===== config.mk =====
export PLATFORM = sky130hd
export DESIGN_NAME = rom_scan_reader
export DESIGN_NICKNAME = d
export VERILOG_FILES = /design/src/rtl/rom_reader_pkg.sv /design/src/rtl/rom_settle_timer.sv /design/src/rtl/rom_scan_reader.sv
export SDC_FILE = /design/constraint.sdc
export NUM_CORES = 1
export LEC_CHECK = 0
export ABC_AREA = 1
export CORE_ASPECT_RATIO = 0.6
export CORE_MARGIN = 4
export CORE_UTILIZATION = 51
export CTS_BUF_LIST = sky130_fd_sc_hd__clkbuf_4 sky130_fd_sc_hd__clkbuf_8
export CTS_CLUSTER_DIAMETER = 50
export DETAILED_ROUTE_END_ITERATION = 8
export PLACE_DENSITY = 0.81
export SLEW_MARGIN = 10
export SYNTH_ARGS = -nofsm -noshare
export SYNTH_HDL_FRONTEND = slang
export SYNTH_SLANG_ARGS = --single-unit

===== constraint.sdc =====
create_clock -name clk -period 2 [get_ports clk]
set_input_delay 0.4 -clock clk [delete_from_list [all_inputs] [get_ports clk]]
set_output_delay 0.4 -clock clk [all_outputs]
set_load 0.01 [all_outputs]

===== src/rtl/rom_reader_pkg.sv =====
// rom_reader_pkg: shared FSM states, mode constants and default settle time for the ROM scan reader
package rom_reader_pkg;
  typedef enum logic [2:0] {
    ST_IDLE,
    ST_SETUP,
    ST_SETTLE,
    ST_CAPTURE,
    ST_EMIT,
    ST_NEXT,
    ST_DONE
  } state_t;
  localparam logic MODE_MANUAL = 1'b0;
  localparam logic MODE_AUTO = 1'b1;
  localparam int DEFAULT_SETTLE_CYCLES = 4;
endpackage


===== src/rtl/rom_settle_timer.sv =====
// rom_settle_timer: loadable down-counter timing the PROM access window, expired when it reaches zero
module rom_settle_timer
  import rom_reader_pkg::*;
#(
  parameter int SETTLE_CYCLES = DEFAULT_SETTLE_CYCLES
) (
  input  logic clk,
  input  logic reset,
  input  logic load,
  input  logic enable,
  output logic expired
);
  localparam int CW = $clog2(SETTLE_CYCLES + 1);
  logic [CW-1:0] cnt;
  always_ff @(posedge clk) begin
    if (reset) cnt <= '0;
    else if (load) cnt <= CW'(SETTLE_CYCLES - 1);
    else if (enable && cnt != '0) cnt <= cnt - CW'(1);
  end
  assign expired = cnt == '0;
endmodule


===== src/rtl/rom_scan_reader.sv =====
// rom_scan_reader: parametrised PROM reader with manual inc/dec stepping and auto-scan streaming over valid/ready
module rom_scan_reader
  import rom_reader_pkg::*;
#(
  parameter int ADDRESS_WIDTH = 9,
  parameter int DATA_WIDTH = 8,
  parameter int CS_WIDTH = 4,
  parameter int SETTLE_CYCLES = DEFAULT_SETTLE_CYCLES
) (
  input  logic                     clk,
  input  logic                     reset,
  input  logic                     mode,
  input  logic                     start,
  input  logic                     inc_pulse,
  input  logic                     dec_pulse,
  input  logic [DATA_WIDTH-1:0]    chip_data_in,
  output logic [ADDRESS_WIDTH-1:0] chip_address,
  output logic [CS_WIDTH-1:0]      chip_select_n,
  output logic [DATA_WIDTH-1:0]    data_out,
  output logic                     data_valid,
  input  logic                     data_ready,
  output logic                     busy,
  output logic                     done
);
  localparam logic [ADDRESS_WIDTH-1:0] ADDR_MAX = {ADDRESS_WIDTH{1'b1}};
  state_t state, next_state;
  logic auto_q, expired, manual_step, auto_start, at_max;
  assign manual_step = mode == MODE_MANUAL && (inc_pulse ^ dec_pulse);
  assign auto_start = mode == MODE_AUTO && start;
  assign at_max = chip_address == ADDR_MAX;
  rom_settle_timer #(.SETTLE_CYCLES(SETTLE_CYCLES)) u_timer (
    .clk(clk),
    .reset(reset),
    .load(state == ST_SETUP || (state == ST_IDLE && manual_step)),
    .enable(state == ST_SETTLE),
    .expired(expired)
  );
  always_ff @(posedge clk) begin
    if (reset) state <= ST_IDLE;
    else state <= next_state;
  end
  always_comb begin
    next_state = state;
    case (state)
      ST_IDLE:    next_state = manual_step ? ST_SETTLE : auto_start ? ST_SETUP : ST_IDLE;
      ST_SETUP:   next_state = ST_SETTLE;
      ST_SETTLE:  next_state = expired ? ST_CAPTURE : ST_SETTLE;
      ST_CAPTURE: next_state = auto_q ? ST_EMIT : ST_IDLE;
      ST_EMIT:    next_state = data_ready ? ST_NEXT : ST_EMIT;
      ST_NEXT:    next_state = at_max ? ST_DONE : ST_SETUP;
      ST_DONE:    next_state = ST_IDLE;
      default:    next_state = ST_IDLE;
    endcase
  end
  always_comb begin
    chip_select_n = state == ST_IDLE ? (mode == MODE_MANUAL ? '0 : '1) : state == ST_DONE ? '1 : '0;
    busy = auto_q;
  end
  always_ff @(posedge clk) begin
    if (reset) begin
      chip_address <= '0;
      data_out <= '0;
      data_valid <= 1'b0;
      auto_q <= 1'b0;
      done <= 1'b0;
    end else begin
      if (state == ST_IDLE && manual_step)
        chip_address <= inc_pulse ? chip_address + ADDRESS_WIDTH'(1) : chip_address - ADDRESS_WIDTH'(1);
      else if (state == ST_IDLE && auto_start) chip_address <= '0;
      else if (state == ST_NEXT && !at_max) chip_address <= chip_address + ADDRESS_WIDTH'(1);
      if (state == ST_CAPTURE) data_out <= chip_data_in;
      data_valid <= state == ST_CAPTURE || (state == ST_EMIT && !data_ready);
      if (state == ST_IDLE && auto_start) begin
        auto_q <= 1'b1;
        done <= 1'b0;
      end else if (state == ST_NEXT && at_max) begin
        auto_q <= 1'b0;
        done <= 1'b1;
      end
    end
  end
endmodule


Word level (Yosys, flattened, before mapping)
Cells that the tools add are included.

Output and inout port bits: 24. Flip-flop bits (word level): 26. Input bits: 15. Logic and storage cells: 58.

Equality and inequality tests: 7. $add $sub $neg: 3. Bitwise gates (word level): 2. Reductions and logical operators: 20. Mux-type cells: 18.

Operators with widths (number): $mux 9 (4); $pmux 3 s6 (1); $mux 4 (3); $add 9x1->9 const B (1); $eq 3x3->1 const B (3); $eq 9x9->1 const B (1); $sub 9x1->9 const B (1); $logic_and 1x1->1 (8); $eq 3x2->1 const B (2); $logic_not 3->1 (2); $mux 2 (3); $mux 3 (2); $reduce_bool 3->1 (2); $mux 1 (5); $reduce_bool 2->1 (2); $reduce_or 2->1 (2); $eq 3x1->1 const B (1); $sub 3x1->3 const B (1); $logic_not 1->1 (2); $logic_or 1x1->1 (2); $not 1->1 (1); $xor 1x1->1 (1).

Depth between registers and ports, before layout
Gate-level depths: netlist (run 1).

Depth after elaboration: 6. Mapped depth: 13. Depth with buffers taken out: 13.

Hierarchy
A second synthesis (run 1) with hierarchy kept.

Cell total of the unflattened synthesis: 263. Area, all modules: 1700.4 um2.

By module, submodules not included: rom_scan_reader (sequential area each 460.4 um2, instances 1, area each 1532.7 um2, cells an instance 239); rom_settle_timer (sequential area each 60.1 um2, instances 1, area each 167.7 um2, cells an instance 24).

Worst setup path before layout (run 1)
OpenSTA, ideal clock, no wires.

Path kind: register -> register. Start point: register chip_address[1]. End point: register chip_address[8]. Path slack: 0.072 ns. Data required time: 1.880 ns. Stages on the path, launching flop included: 14. Buffers on the path: 0. Period minus slack after synthesis: 1.928 ns. Arrival: 1.807 ns. Library setup time: 0.120 ns. Path through: dfxtp_1 -> ha_1 -> nand2_1 -> inv_1 -> nand3_1 -> nor3_1 -> ha_1 -> inv_1 -> nand4_1 -> nand2_2 -> nor2_4 -> nand2_1 -> nand2_1 -> a21oi_2.

Word-level cells in the longest chain between the ends: 4. Elaborated cells on any way between the ends: 10. Classes of those cells: add/sub (2); eq/ne (1); mux (4); reduce/logical (3).

RTL lines: start: declaration (line rom_scan_reader.sv:17) `output logic [ADDRESS_WIDTH-1:0] chip_address,`; start signal: assignment (line rom_scan_reader.sv:68) `chip_address <= inc_pulse ? chip_address + ADDRESS_WIDTH'(1) : chip_address - ADDRESS_WIDTH'(1);`; start signal: assignment (line rom_scan_reader.sv:70) `else if (state == ST_NEXT && !at_max) chip_address <= chip_address + ADDRESS_WIDTH'(1);`; $add 9x1->9 or $eq 9x9->1 (tied branches) (line rom_scan_reader.sv:68, rom_scan_reader.sv:70, rom_scan_reader.sv:30); $mux 9 or $logic_not 1->1 (tied branches) (line rom_scan_reader.sv:70); $mux 9 or $logic_and 1x1->1 (tied branches) (line rom_scan_reader.sv:69, rom_scan_reader.sv:70); $mux 9 or $reduce_bool 3->1 (tied branches).

Several ways; a longest one is shown, not always the timed one. The select of a mux whose other input is x is not followed. A chain may end at the register's enable or synchronous reset.

Worst setup path in the final report (run 1)
Start point: register chip_address[1]. End point: register chip_address[3].

Same word-level chain as after synthesis.

==> results of run 1 <==
[state kept, by name, indices dropped and copies added, names as in the netlist]
signal	flops
busy	1
done	1
data_out	8
data_valid	1
u_timer.cnt	3
state	3
chip_address	9
[metrics by stage]
stage	hold slack (ns)	cells	utilization	instance area [um^2]	power (mW)
after floorplan	0.469	253	-	1660	1.07
after global placement	0.452	346	0.735	2190	1.32
after detailed placement	0.460	346	0.735	2190	1.34
after CTS	0.478	350	0.755	2250	1.69
after global routing	0.520	354	0.777	2320	1.84
final	0.488	354	0.777	2320	1.73
[report_power, final]
group	switching [mW]	internal [mW]	total (mW)
Clock	0.182	0.177	0.359
Combinational	0.422	0.325	0.746
Sequential	0.0482	0.576	0.624
[worst max-delay path, delay by kind of cell, from the launching register on]
kind	cells	cell delay [ns]
adder cells (fa/ha/maj)	2	0.35
flip-flops	1	0.36
AND/OR/NAND/NOR	8	0.94
buffers and inverters	2	0.11
AO/OA/AOI/OAI	1	0.03
[worst max-delay path by stage]
stage	startpoint	end	slack [ns]	cells past startpoint
after global routing	chip_address[1]$_SDFFE_PP0P_	chip_address[3]$_SDFFE_PP0P_	-0.04	13
final	chip_address[1]$_SDFFE_PP0P_	chip_address[3]$_SDFFE_PP0P_	0.10	13
after floorplan	chip_address[1]$_SDFFE_PP0P_	chip_address[8]$_SDFFE_PP0P_	0.07	13
after global placement	mode	chip_select_n[3]	-0.12	5
after detailed placement	mode	chip_select_n[1]	-0.15	5
after CTS	chip_address[0]$_SDFFE_PP0P_	chip_address[8]$_SDFFE_PP0P_	0.02	13
[per-layer routing]
metal | wire length [um] | global-route usage
met1 | 2260 | 0.357
met2 | 1950 | 0.326
met3 | 498 | 0.0692
met4 | 31 | 0.0497
met5 | 0 | 0
[cell usage in the layout, fill, tap and decap left out, drive strengths merged]
cell type | netlist | layout
clkbuf | 3 | 4
or2 | 1 | 1
nor3 | 4 | 4
nand3 | 24 | 24
buf | 6 | 25
a31o | 1 | 1
ha | 5 | 5
clkdlybuf4s50 | 0 | 34
o31ai | 1 | 1
dlygate4sd2 | 0 | 4
o211ai | 2 | 2
nor2 | 38 | 39
a21oi | 13 | 13
a211oi | 1 | 1
inv | 34 | 34
dfxtp | 26 | 26
nand4 | 4 | 4
nand2 | 60 | 60
xor2 | 1 | 1
xnor2 | 2 | 2
o21ai | 27 | 27
[timing repair]
action | 4_1_cts | 5_1_grt
pin swaps | 0 | 9
gates cloned | 0 | 1
setup buffers | 0 | 3
gates resized for setup | 7 | 12
setup endpoints to repair | 4 | 10
hold endpoints to repair | 0 | 0
[layout make-up]
| type | count | share of cell area |
|---|---|---|
| multi-input combinational | 185 | 0.427 |
| timing repair buffer | 63 | 0.243 |
| sequential | 26 | 0.227 |
| inverter | 34 | 0.0572 |
| clock buffer | 4 | 0.0237 |
| tap | 42 | 0.0227 |
[cell families after synthesis]
| group | after synthesis |
|---|---|
| and+or+nand+nor | 131 |
| DFF | 26 |
| buffers and inverters | 43 |
| xor gates and xnor gates | 3 |
| AOI/OAI and AO/OA | 45 |
| adders and majority gates | 5 |
==> qor.yml, run 1 <==
routing:
  drt_iter0_drc: 212
  drc: 0
  dr.pass1.iters: 5
  detail_route.vias_per_cell: 5.25
  wl_um: 4740
  num_vias: 1858
  wl_per_cell_um: 13.4
  antenna_left: 0
logic_synthesis:
  synth_compound_area_frac: 0.155
  synth.most_common_cell: "nand2_1"
  syn_nets: 273
  synth.area.top_cells: "dfxtp_1 31%, nand2_1 13%, o21ai_0 8.2%, nor2_1 7.5%, nand3_1 6.9%"
  synth_top_area_cell: "dfxtp_1"
  async_flop_share: 0
  synth_top_area_share: 0.314
  synth_area_per_cell_um2: 6.55
  synth_adder_area_share: 0.0377
  synthesis.area_um2: 1660
  synth.distinct_cells: 32
  yosysWarningCount: 0
  ys_seq_area_frac: 0.314
  synthCells: 253
  synth-simple-area-share: 0.361
  synth-main-ff-cell: "dfxtp_1"
  synth_edf_count: 0
  synth_seq_cells: 26
  synth_commonest_cells: "58 x nand2_1, 33 x nor2_1, 27 x inv_1, 27 x o21ai_0, 26 x dfxtp_1"
  synth_top_family_by_area: "simple AND/OR/NAND/NOR gates"
  synthMuxAreaShare: 0
  synth-xor-area-share: 0.0158
grt:
  grt_max_degree: 15
  grt.total_usage: 0.237
  grt_pass1_wl_um: 7550
  antenna_found_initial: 0
  grt_pass1_vias: 1575
  grt_overflow: 0
sta:
  max_freq_ghz: 0.527
  rsz0062_at_grt: "true"
  worst_slack_ns: 0.101
  hold_viol: 0
  setup_violations: 0
  tns_ns: 0
  worstMarginPinSlew_ns: 0.417
  maxSlewViolCount: 0
  min_period_over_period: 0.950
  post-route-min-period_ns: 1.90
  finalClockSkew_ns: 0.0142
  maxSlewHeadroom: 0.721
critical_path:
  cp-end-kind: "flop"
  reg2reg_to: "chip_address[3]$_SDFFE_PP0P_"
  reg2regPathDepth: 13
  slowest_stage: "dfxtp_2"
  worstPathCellList: "ha_4 > nand2_2 > inv_2 > nand3_2 > nor3_2 > ha_2 > inv_2 > nand4_1 > nand2_2 > nor2_4 > nand2_1 > nand2_1 > a21oi_2"
  rr_startpoint: "chip_address[1]$_SDFFE_PP0P_"
  required_ns: 2.17
  start_kind: "flop"
  r2r_slack_ns: 0.10
  cpPeakStageDelay_ns: 0.36
  crit_type: "reg -> reg"
  cp_max_fo: 5
  crit_arrival_ns: 2.07
cts:
  clock_sinks: 26
  ctsHoldBuffers: 0
  cts.path.max_buffers: 2
  cts_tree: "yes"
  clock_latency_ns: 0.28
  h-tree-depth: 1
  clkTransAtPathRegs_ns: 0.09
  cts_made_buffers: 3
  root_buffer: "clkbuf_8"
run_status:
  status: "complete, no violations"
final_layout:
  diodes: 0
  seq_area_um2: 526
  synthToLayoutAreaGrowth_pct: 39.9
  layout.nets: 333
  fillers: 215
  drive_above_1_share: 0.202
  multi_input_area_um2: 991
flow_run:
  maxCapViolations: 0
pwr:
  peakVddDrop_mv: 0.459
  power.density_nw_per_um2: 746
  cellLeakagePower_nw: 1.08
die:
  coreArea_um2: 2980
  die_h_um: 52.2
  io_pins: 39
  start_util: 0.556
  fp.dieW_um: 81.6
  die-area_um2: 4260
  rows: 15
hold_path:
  whs_endpoint: "busy$_SDFFE_PP0P_"
  hold_path_startpoint: "busy$_SDFFE_PP0P_"
  hold_class: "reg -> reg"
  min_path_cells: 2
place:
  portBuffers: 38
  place_hpwl_um: 3490
  place_ws_ns: -0.148
  gp_congestion: 0.920
Power figures use the tool's default switching activity.
==> inputs of run 2 (changes only) <==
--- a/config.mk
+++ b/config.mk
@@ -6,12 +6,14 @@
 export NUM_CORES = 1
 export LEC_CHECK = 0
 export ABC_AREA = 1
+export CAP_MARGIN = 20
 export CORE_ASPECT_RATIO = 0.6
 export CORE_MARGIN = 4
-export CORE_UTILIZATION = 51
+export CORE_UTILIZATION = 65
 export CTS_BUF_LIST = sky130_fd_sc_hd__clkbuf_4 sky130_fd_sc_hd__clkbuf_8
 export CTS_CLUSTER_DIAMETER = 50
 export DETAILED_ROUTE_END_ITERATION = 8
+export DONT_BUFFER_PORTS = 1
 export PLACE_DENSITY = 0.81
 export SLEW_MARGIN = 10
 export SYNTH_ARGS = -nofsm -noshare
==> qor.yml, run 2 (synthesis results as in run 1) <==
cts:
  cts.path.max_buffers: 2  # unchanged
  clock_latency_ns: 0.27  # about the same
  root_buffer: "clkbuf_8"
  cts_tree: "yes"
  ctsHoldBuffers: 0  # unchanged
  clock_sinks: 26  # unchanged
  cts_made_buffers: 3  # unchanged
  clkTransAtPathRegs_ns: 0.09  # about the same
  h-tree-depth: 1  # unchanged
pwr:
  cellLeakagePower_nw: 0.858  # -20%
  power.total_mw: 1.66  # -3.8%
  peakVddDrop_mv: 0.709  # +54%
  power.density_nw_per_um2: 918  # +23%
critical_path:
  cp-end-kind: "flop"
  start_kind: "flop"
  cp_common_cell: "nand2_1"
  worstPathCellList: "ha_2 > nand2_1 > inv_2 > nand3_2 > nor3_2 > ha_2 > inv_1 > nand4_1 > nand2_2 > nor2_2 > nand2_1 > nand2_1 > a21oi_1"
  cp_max_fo: 4  # -1
  crit_type: "reg -> reg"
  required_ns: 2.17  # about the same
  cpPeakStageDelay_ns: 0.34  # -0.02 ns
  slowest_stage: "dfxtp_2"
  crit_arrival_ns: 2.10  # +0.03 ns
final_layout:
  largest_register_ffs: 9  # unchanged
  diodes: 0  # unchanged
  reg_top3: "chip_address (9), data_out (8)"
  layout_common_cells: "58 x nand2_1, 33 x nor2_1, 26 x inv_1"
  top_register: "chip_address"
  finalNonFillerCells: 290  # -18%
  layout.nets: 281  # -16%
  synthToLayoutAreaGrowth_pct: 9.28
  drive_above_1_share: 0.169  # -0.0327
  fillers: 148  # -31%
  final_common_cell: "nand2_1"
routing:
  detail_route.vias_per_cell: 6.01  # +15%
  antenna_left: 0  # unchanged
  drc: 0  # unchanged
  dr.pass1.iters: 5  # unchanged
  wl_um: 4520  # -4.6%
  drt_iter0_drc: 191  # -9.9%
  num_vias: 1744  # -6.1%
  wl_per_cell_um: 15.6  # +16%
die:
  die-area_um2: 3450  # -19%
  rows: 13  # -2
  die_h_um: 47.1  # -9.7%
  io_pins: 39  # unchanged
  fp.dieW_um: 73.2  # -10%
  start_util: 0.723  # +0.167
  coreArea_um2: 2290  # -23%
grt:
  grt_overflow: 0  # unchanged
  grt_max_degree: 21  # +6
  antenna_found_initial: 0  # unchanged
  grt.total_usage: 0.273  # +0.0360
  grt_pass1_vias: 1515  # -3.8%
  grt_pass1_wl_um: 6980  # -7.5%
sta:
  setup_violations: 0  # unchanged
  max_freq_ghz: 0.519  # -1.5%
  maxSlewViolCount: 0  # unchanged
  maxSlewHeadroom: 0.608  # -0.113
  min_period_over_period: 0.964  # +0.0142
  hold_viol: 0  # unchanged
  post-route-min-period_ns: 1.93  # +0.0284 ns
  worst_slack_ns: 0.0724  # -0.0284 ns
  worstMarginPinSlew_ns: 0.587  # +0.170 ns
  finalClockSkew_ns: 0.00236  # -0.0119 ns
place:
  gp_congestion: 0.921  # +0.18%
  place_hpwl_um: 3400  # -2.5%
  portBuffers: 0  # -100%
  place_ws_ns: 0.0650  # +0.213 ns
  dp_cells: 284  # -18%
run_status:
  status: "complete, no violations"
flow_run:
  maxCapViolations: 0  # unchanged
hold_path:
  hold_class: "in -> reg"
==> run 2: cell count changes in the layout (fill, tap and decap cells not counted), moves of 2 or more <==
| cell | before | now |
|---|---|---|
| dlygate4sd2_1 | 4 | 0 |
| dfxtp_1 | 22 | 24 |
| nor2_4 | 5 | 3 |
| clkdlybuf4s50_1 | 34 | 0 |
| buf_4 | 25 | 11 |
| nor2_2 | 1 | 3 |
| o21ai_0 | 27 | 24 |
| o21ai_1 | 0 | 3 |
| dfxtp_2 | 4 | 2 |
==> run 2: path summary, 6_finish.rpt <==
kind,startpoint,end,slack [ns],depth (start not counted)
setup / recovery,chip_address[0]$_SDFFE_PP0P_,chip_address[6]$_SDFFE_PP0P_,0.07,13
hold / removal,reset,u_timer.cnt[1]$_SDFFE_PP0P_,0.18,1
setup reg to reg,chip_address[0]$_SDFFE_PP0P_,chip_address[6]$_SDFFE_PP0P_,0.07,13
hold reg to reg,done$_SDFFE_PP0P_,done$_SDFFE_PP0P_,0.53,2
==> run 2: worst max-delay path: cells and delay by family (launching register included) <==
kind	cells	cell delay (ns)
and+or+nand+nor	8	0.92
adders and majority gates	2	0.39
DFF	1	0.34
buffers and inverters	2	0.13
AOI/OAI and AO/OA	1	0.05
==> run 2: per-stage QoR <==
| step | setup TNS, ns | area (um^2) | hold slack (ns) | util |
|---|---|---|---|---|
| floorplan | 0 | 1660 | 0.469 | - |
| global placement | 0 | 1710 | 0.471 | 0.745 |
| detailed placement | 0 | 1710 | 0.472 | 0.745 |
| CTS | 0 | 1780 | 0.175 | 0.776 |
| global route | -0.264 | 1810 | 0.170 | 0.790 |
| finish | 0 | 1810 | 0.181 | 0.790 |
==> run 2: metal layers <==
metal	part of all wire	wire [um]	track usage	vias to the layer above
li1	-	-	-	827
met1	0.42	1890	0.348	782
met2	0.43	1960	0.456	121
met3	0.13	571	0.0705	14
met4	0.022	99	0.0993	0
met5	0	0	0	-
==> run 2: repair_timing <==
| action | 4_1_cts | 5_1_grt |
|---|---|---|
| setup endpoints to repair | 0 | 9 |
| resized for setup | 0 | 10 |
| setup buffers | 0 | 1 |
| endpoints found under the hold margin | 0 | 0 |
==> run 2: area by class of cell <==
cell class / count / area [um^2] / share of cell area
clock buffers: 3 / 41.3 / 0.0228
flip-flops and latches: 26 / 523 / 0.289
inverters: 34 / 133 / 0.0732
repair buffers: 11 / 82.6 / 0.0456
well taps: 30 / 37.5 / 0.0207
clock inverters: 1 / 30.0 / 0.0166
multi-input cells: 185 / 965 / 0.532
==> run 2: where the power goes <==
group	total [mW]	leakage (nW)	internal (mW)	switching, mW
logic	0.596	0.609	0.202	0.394
registers	0.628	0.213	0.575	0.0536
clock network	0.439	0.0357	0.268	0.171
total	1.66	0.858	1.04	0.619
==> inputs of run 3 (changes only) <==
==> constraint.sdc (replaced) <==
create_clock -name clk -period 2 [get_ports clk]
set_input_delay 0.4 -clock clk [delete_from_list [all_inputs] [get_ports clk]]
set_output_delay 0.4 -clock clk [all_outputs]
set_load 0.05 [all_outputs]
==> qor.yml, run 3 (synthesis results as in run 1) <==
sta:
  fin_hold_ws_ns: 0.171  # -0.00939 ns
  maxSlewHeadroom: 0.609  # +0.00114
  maxSlewViolCount: 0  # unchanged
  hold_viol: 0  # unchanged
  worstMarginPinSlew_ns: 0.586  # -0.00171 ns
  min_period_over_period: 0.965  # +0.00167
  max_freq_ghz: 0.518  # -0.17%
  setup_violations: 0  # unchanged
  rsz0062_at_grt: "false"
  finalClockSkew_ns: 0.00511  # +0.00276 ns
  post-route-min-period_ns: 1.93  # +0.00334 ns
  tns_ns: 0  # unchanged
  worst_slack_ns: 0.0690  # -0.00334 ns
cts:
  clock_sinks: 26  # unchanged
  cts_made_buffers: 3  # unchanged
  root_buffer: "clkbuf_8"
  clock_latency_ns: 0.28  # about the same
  h-tree-depth: 1  # unchanged
  cts.path.max_buffers: 2  # unchanged
  cts_tree: "yes"
  ctsHoldBuffers: 0  # unchanged
  clkTransAtPathRegs_ns: 0.10  # about the same
critical_path:
  cpPeakStageDelay_ns: 0.39  # +0.05 ns
  cp_max_fo: 5  # +1
  crit_type: "reg -> out"
  slowest_stage: "dfxtp_1"
  required_ns: 1.60  # -0.57 ns
  path_buf_inv: 1  # -1
  path_delay_family: "simple AND/OR/NAND/NOR gates"
  cp-end-kind: "primary output"
  crit_arrival_ns: 1.53  # -0.57 ns
  worstPathCellList: "nor2_2 > nand2_4 > nor2_1 > a31o_2 > buf_12"
  start_kind: "flop"
final_layout:
  top_register: "chip_address"
  finalNonFillerCells: 293  # +1.0%
  largest_register_ffs: 9  # unchanged
  diodes: 0  # unchanged
  layout_common_cells: "58 x nand2_1, 33 x nor2_1, 26 x inv_1"
  final_area_um2: 1880  # +3.6%
  reg_top3: "chip_address (9), data_out (8)"
  drive_above_1_share: 0.190  # +0.0209
  final_common_cell: "nand2_1"
  synthToLayoutAreaGrowth_pct: 13.2
  layout.nets: 284  # +1.1%
flow_run:
  maxCapViolations: 0  # unchanged
place:
  dp_cells: 286  # +0.70%
  gp_congestion: 0.940  # +2.1%
  dpl_cell_area_um2: 1750  # +2.4%
  place_hpwl_um: 3360  # -1.2%
  portBuffers: 0  # unchanged
  place_ws_ns: 0.0103  # -0.0548 ns
grt:
  antenna_found_initial: 0  # unchanged
  grt_max_degree: 21  # unchanged
  grt_pass1_vias: 1508  # -0.46%
  grt_overflow: 0  # unchanged
  grt_pass1_wl_um: 7060  # +1.1%
  grt.total_usage: 0.274  # +0.00131
die:
  start_util: 0.723  # unchanged
  coreArea_um2: 2290  # unchanged
  io_pins: 39  # unchanged
  die-area_um2: 3450  # unchanged
  rows: 13  # unchanged
  fp.dieW_um: 73.2  # unchanged
  die_h_um: 47.1  # unchanged
pwr:
  cellLeakagePower_nw: 0.885  # +3.1%
  power.density_nw_per_um2: 994  # +8.3%
  peakVddDrop_mv: 0.700  # -1.2%
routing:
  detail_route.vias_per_cell: 5.99  # -0.46%
  drt_iter0_drc: 164  # -14%
  num_vias: 1754  # +0.57%
  drc: 0  # unchanged
  wl_per_cell_um: 15.7  # +0.92%
  dr.pass1.iters: 5  # unchanged
  antenna_left: 0  # unchanged
  wl_um: 4610  # +2.0%
hold_path:
  hold_class: "in -> reg"
run_status:
  status: "complete, no violations"
-- run 3: cell types whose count changed in the layout (fill, tap and decap cells not counted), sizes merged --
cell	before	now
buf	11	14
-- run 3: stage by stage --
| step | power, mW | util |
|---|---|---|
| after floorplan | 1.23 | - |
| after global placement | 1.35 | 0.763 |
| after detailed placement | 1.38 | 0.763 |
| after CTS | 1.82 | 0.794 |
| after global routing | 1.95 | 0.818 |
| final | 1.87 | 0.818 |
-- run 3: repair_timing --
| item | CTS | global route |
|---|---|---|
| pin swaps | 0 | 4 |
| setup endpoints to repair | 1 | 9 |
| cloned | 0 | 1 |
| gates resized for setup | 1 | 10 |
| setup buffers | 0 | 2 |
-- run 3: final timing paths --
check | from | slack (ns) | cells past startpoint | endpoint
max | state[0]$_SDFF_PP0_ | 0.07 | 5 | chip_select_n[1]
min reg2reg | u_timer.cnt[2]$_SDFFE_PP0P_ | 0.56 | 2 | u_timer.cnt[2]$_SDFFE_PP0P_
min | reset | 0.17 | 1 | u_timer.cnt[0]$_SDFFE_PP0P_
max reg2reg | chip_address[0]$_SDFFE_PP0P_ | 0.10 | 13 | chip_address[8]$_SDFFE_PP0P_
-- run 3: power by group --
group / internal, mW / leakage [nW] / switching [mW]
combinational: 0.223 / 0.634 / 0.532
sequential: 0.578 / 0.215 / 0.0818
clock: 0.268 / 0.0357 / 0.183
-- run 3: routing by layer --
metal | part of all wire | GRT usage | wire (um)
met1 | 0.43 | 0.358 | 1990
met5 | 0 | 0 | 0
met4 | 0.019 | 0.107 | 88
met2 | 0.45 | 0.432 | 2080
met3 | 0.099 | 0.0855 | 458
-- run 3: worst register-to-register path, cell delays in order, from the launching register on --
cell	delay, ns
dfxtp_4	0.37
ha_4	0.13
nand2_1	0.08
inv_2	0.09
nand3_2	0.10
nor3_2	0.12
ha_2	0.20
inv_1	0.04
nand4_1	0.14
nand2_2	0.13
nor2_4	0.20
nand2_1	0.08
nand2_1	0.09
a21oi_2	0.04
-- run 3: cell type report --
class                           count  area [um^2]
Clock inverter                      1         30.0
Timing Repair Buffer               14          121
Sequential cell                    26          534
Fill cell                         149          417
Multi-Input combinational cell    185          980
Clock buffer                        3         41.3
Tap cell                           30         37.5
Inverter                           34          133
